<file path="src/rtl/traffic_light_fsm.sv">
// Traffic light controller: GREEN -> YELLOW -> RED cycle paced by an external
// down-counter (init/en/last handshake), maintenance flashing-yellow mode and
// a latched pedestrian request served with a walk lamp during RED.
module traffic_light_fsm #(
   parameter int unsigned pINIT_WIDTH = 3
) (
   input  logic                   clk,
   input  logic                   rst,
   input  logic                   tick,
   input  logic                   last,
   input  logic                   flash_mode,
   input  logic                   ped_req,
   output logic [pINIT_WIDTH-1:0] init,
   output logic                   en,
   output logic                   light_g,
   output logic                   light_y,
   output logic                   light_r,
   output logic                   walk,
   output logic                   ped_ack,
   output logic [1:0]             state_out
);

   localparam logic [1:0] GREEN  = 2'd0;
   localparam logic [1:0] YELLOW = 2'd1;
   localparam logic [1:0] RED    = 2'd2;
   localparam logic [1:0] FLASH  = 2'd3;

   logic [1:0]             state;
   logic [1:0]             state_nxt;
   logic                   load;          // first cycle in GREEN/YELLOW/RED
   logic                   load_nxt;
   logic                   phase;         // flashing-yellow lamp phase
   logic                   phase_nxt;
   logic                   ped_pending;
   logic                   ped_pending_nxt;
   logic                   entering_red;
   logic                   walk_nxt;
   logic                   ped_ack_nxt;
   logic [pINIT_WIDTH-1:0] init_nxt;
   logic                   light_g_nxt;
   logic                   light_y_nxt;
   logic                   light_r_nxt;

   // Next state: flash request wins, leaving flash always lands in RED, and
   // the normal cycle only advances on an expired tick outside a load cycle.
   always_comb begin
      state_nxt = state;
      load_nxt  = 1'b0;
      phase_nxt = 1'b0;
      if (flash_mode) begin
         state_nxt = FLASH;
         phase_nxt = (state == FLASH) ? (phase ^ tick) : 1'b0;
      end else if (state == FLASH) begin
         state_nxt = RED;
         load_nxt  = 1'b1;
      end else if (tick && last && !load) begin
         load_nxt = 1'b1;
         case (state)
            GREEN:   state_nxt = YELLOW;
            YELLOW:  state_nxt = RED;
            default: state_nxt = GREEN;
         endcase
      end
   end

   // Pedestrian bookkeeping: a request is served at the next RED entry, and a
   // request arriving in the acknowledge cycle stays pending for the RED after.
   always_comb begin
      entering_red    = load_nxt && (state_nxt == RED);
      ped_pending_nxt = ped_req | (ped_pending & ~ped_ack);
      ped_ack_nxt     = entering_red & ped_pending;
      walk_nxt        = (state_nxt == RED) && (entering_red ? ped_pending : walk);
   end

   // One-hot counter load command, present only in the load cycle.
   always_comb begin
      init_nxt = '0;
      if (load_nxt) begin
         case (state_nxt)
            GREEN:   init_nxt[0] = 1'b1;
            YELLOW:  init_nxt[1] = 1'b1;
            RED:     init_nxt[2] = 1'b1;
            default: init_nxt    = '0;
         endcase
      end
   end

   // Lamp decode from the upcoming state so the lamps can be registered.
   always_comb begin
      light_g_nxt = (state_nxt == GREEN);
      light_y_nxt = (state_nxt == YELLOW) || ((state_nxt == FLASH) && phase_nxt);
      light_r_nxt = (state_nxt == RED);
   end

   // State and registered outputs; reset forces a GREEN load cycle.
   always_ff @(posedge clk) begin
      if (rst) begin
         state       <= GREEN;
         load        <= 1'b1;
         phase       <= 1'b0;
         ped_pending <= 1'b0;
         init        <= '0;
         init[0]     <= 1'b1;
         light_g     <= 1'b1;
         light_y     <= 1'b0;
         light_r     <= 1'b0;
         walk        <= 1'b0;
         ped_ack     <= 1'b0;
      end else begin
         state       <= state_nxt;
         load        <= load_nxt;
         phase       <= phase_nxt;
         ped_pending <= ped_pending_nxt;
         init        <= init_nxt;
         light_g     <= light_g_nxt;
         light_y     <= light_y_nxt;
         light_r     <= light_r_nxt;
         walk        <= walk_nxt;
         ped_ack     <= ped_ack_nxt;
      end
   end

   // Decrement enable: only on ticks, never while loading or flashing.
   always_comb begin
      en = tick && (init == '0) && (state != FLASH);
   end

   assign state_out = state;

endmodule

</file>
<file path="config.mk">
export PLATFORM = sky130hd
export DESIGN_NAME = traffic_light_fsm
export DESIGN_NICKNAME = d
export VERILOG_FILES = /design/src/rtl/traffic_light_fsm.sv
export SDC_FILE = /design/constraint.sdc
export NUM_CORES = 1
export LEC_CHECK = 0
export ABC_AREA = 1
export BUFFER_PORTS_ARGS = -buffer_cell sky130_fd_sc_hd__buf_2
export CORE_MARGIN = 2
export CORE_UTILIZATION = 35
export DETAILED_ROUTE_END_ITERATION = 16
export HOLD_SLACK_MARGIN = 0.05
export SLEW_MARGIN = 20
export SYNTH_ARGS = -nofsm -noshare
export SYNTH_HDL_FRONTEND = slang
export SYNTH_SLANG_ARGS = --single-unit
</file>
<file path="constraint.sdc">
create_clock -name clk -period 0.9 [get_ports clk]
set_input_delay 0.18 -clock clk [delete_from_list [all_inputs] [get_ports clk]]
set_output_delay 0.18 -clock clk [all_outputs]
set_load 0.01 [all_outputs]
</file>
==> results.cfg <==
[outcome]
status = finished with violations
violations = setup timing

[cells_and_area]
final_common_cell = inv_1
final_area_um2 = 733
drive_gt1_frac = 0.566
areaGrowthSynthToFinish_pct = 55.4
fin_nets = 90
most-common-layout-cells = inv_1 (10), buf_2 (9), buf_6 (9), nand2_1 (8), dfxtp_2 (7)
nFillCells = 118
n_antenna_cell = 0

[drt]
drtIter0Drc = 1
routed_via_density = 4.68
ant_nets = 0
vias = 459
dr.pass1.iters = 2
postRouteWirelength_mm = 1.08
wire_per_inst_um = 11.0
drc = 0

[timing]
setup_viol = 14
hold_ws_ns = 0.116
fin_crit_sh = 1.40
tightest_slew_ns = 0.211
post-route-min-period_ns = 1.26
slew_violations = 0
finClkSkew_ns = 0.00140
fmax_mhz = 795
final_hold_viol_count = 0
slew_headroom = 0.859
rsz0062_at_grt = yes
fin_ws_ns = -0.358

[setup_path]
cp.required_ns = 0.72
cp.arrival_ns = 1.08
cp_max_fo = 2
end_kind = primary output
critPathLaunchType = flip-flop
crit_type = reg -> out

[yosys]
ys_seq_area_frac = 0.552
synth_seq_cells = 13
syn-cell-area_um2 = 472
avgSynthCellArea_um2 = 7.86
synth_warnings = 0
ys_types = 14
syn_nets = 66
syn-instance-count = 60

[global_routing]
grt_pass1_wl_mm = 1.66
grt_pass1_vias = 420
grtUsageTotal = 0.158
grt_overflow = 0
grt_max_degree = 8
antenna_found_initial = 0

[cts]
clock_sinks = 13
cts_tree = yes
clock_latency_ns = 0.27
htreeDepth = 1
numCtsBuffers = 3
clk_pin_slew_ns = 0.08
root_buffer = clkbuf_4
clk_path_buf_depth = 2
cts_hold_buf = 0

[place]
hpwl_um = 727
dpl-instance-area_um2 = 592
port_buffers = 16
gp_congestion = 0.766

[pwr]
power_frac_seq = 0.531
switching_share = 0.259
ir_worst_vdd_uv = 828
clkPwrFrac = 0.310
switchingPower_mw = 0.302
finalPower_mw = 1.17
p_leak_nw = 0.364
p_int_mw = 0.865
pwr-share-comb = 0.159
powerDensity_nw_per_um2 = 1590

[die]
start_util = 0.367
ioPinCount = 17
dieArea_um2 = 1660
core_um2 = 1280
core.rowCount = 13
die_w_um = 40.7
fp.dieH_um = 40.7

[flow_run]
maxCapViolations = 0

[min_path]
hold_class = in -> reg
==> per-layer routing <==
layer	global-route usage	routed length, um	share of wire	up-vias
li1	-	-	-	235
met1	0.189	521	0.48	204
met2	0.254	475	0.44	16
met3	0.0326	55	0.051	4
met4	0.100	24	0.022	0
met5	0	0	0	-
==> path summary, 6_finish.rpt <==
| kind | depth (start not counted) | to | startpoint | slack, ns |
|---|---|---|---|---|
| worst min register to register | 2 | walk$_SDFF_PP0_ | walk$_SDFF_PP0_ | 0.47 |
| worst max register to register | 6 | light_y$_SDFF_PP0_ | state_out[0]$_SDFF_PP0_ | -0.24 |
| worst max-delay path | 3 | en | init[2]$_SDFF_PP0_ | -0.36 |
| worst min-delay path | 3 | ped_pending$_SDFF_PP0_ | ped_req | 0.12 |
==> critical path, cell delays in order (launching register included) <==
cell	delay (ns)
dfxtp_2	0.32
nor3_2	0.18
and3_4	0.20
buf_6	0.09
==> stage by stage <==
stage / util / instances / TNS [ns] / worst slack (ns)
2_1_floorplan: - / 60 / 0 / 0.0000919
3_3_place_gp: 0.461 / 93 / -0.243 / -0.0663
3_5_place_dp: 0.461 / 93 / -0.296 / -0.0695
4_1_cts: 0.545 / 98 / -1.62 / -0.330
5_1_grt: 0.571 / 98 / -2.93 / -0.420
6_report: 0.571 / 98 / -2.01 / -0.358
==> flip-flops by register name, summed over array words and instances (netlist names) <==
| signal | cells |
|---|---|
| light_y | 1 |
| light_r | 1 |
| load | 1 |
| ped_pending | 1 |
| state_out | 2 |
| walk | 1 |
| ped_ack | 1 |
| light_g | 1 |
| phase | 1 |
| init | 3 |
==> synth_stat cells <==
cell type | count | share of area
nand3_2 | 1 | 0.021
a21oi_1 | 3 | 0.032
clkbuf_1 | 1 | 0.0079
or2_2 | 1 | 0.013
inv_1 | 11 | 0.088
nand3_1 | 2 | 0.021
nand2_1 | 13 | 0.10
dfxtp_1 | 13 | 0.55
nand3b_1 | 1 | 0.016
nand4_1 | 3 | 0.040
o21ai_0 | 2 | 0.021
and3_2 | 1 | 0.016
nor3_1 | 2 | 0.021
nor2_1 | 6 | 0.048
==> final cells by class <==
cell class	instances	area (um^2)	share of cell area
well taps	15	18.8	0.0256
repair buffers	20	161	0.220
clock buffers	4	26.3	0.0358
flip-flops and latches	13	269	0.367
multi-input cells	35	216	0.295
inverters	11	41.3	0.0563
==> logic make-up after synthesis <==
kind of cell / synth area share
flops: 0.552
compound gates: 0.0530
buf+inv: 0.0955
simple gates: 0.300
==> repair_timing <==
action | in CTS | in global routing
endpoints found under the setup margin | 15 | 20
pin swaps | 6 | 5
gates resized for setup | 20 | 11
buffers inserted | 1 | 0
==> power groups by stage <==
| stage | clock, mW | sequential (mW) | combinational, mW |
|---|---|---|---|
| floorplan | 0 | 0.640 | 0.0629 |
| global placement | 0 | 0.630 | 0.135 |
| detailed placement | 0 | 0.629 | 0.133 |
| CTS | 0.361 | 0.618 | 0.170 |
| global route | 0.381 | 0.624 | 0.204 |
| finish | 0.361 | 0.620 | 0.185 |
Note: power is estimated with default switching activity, not from simulation.
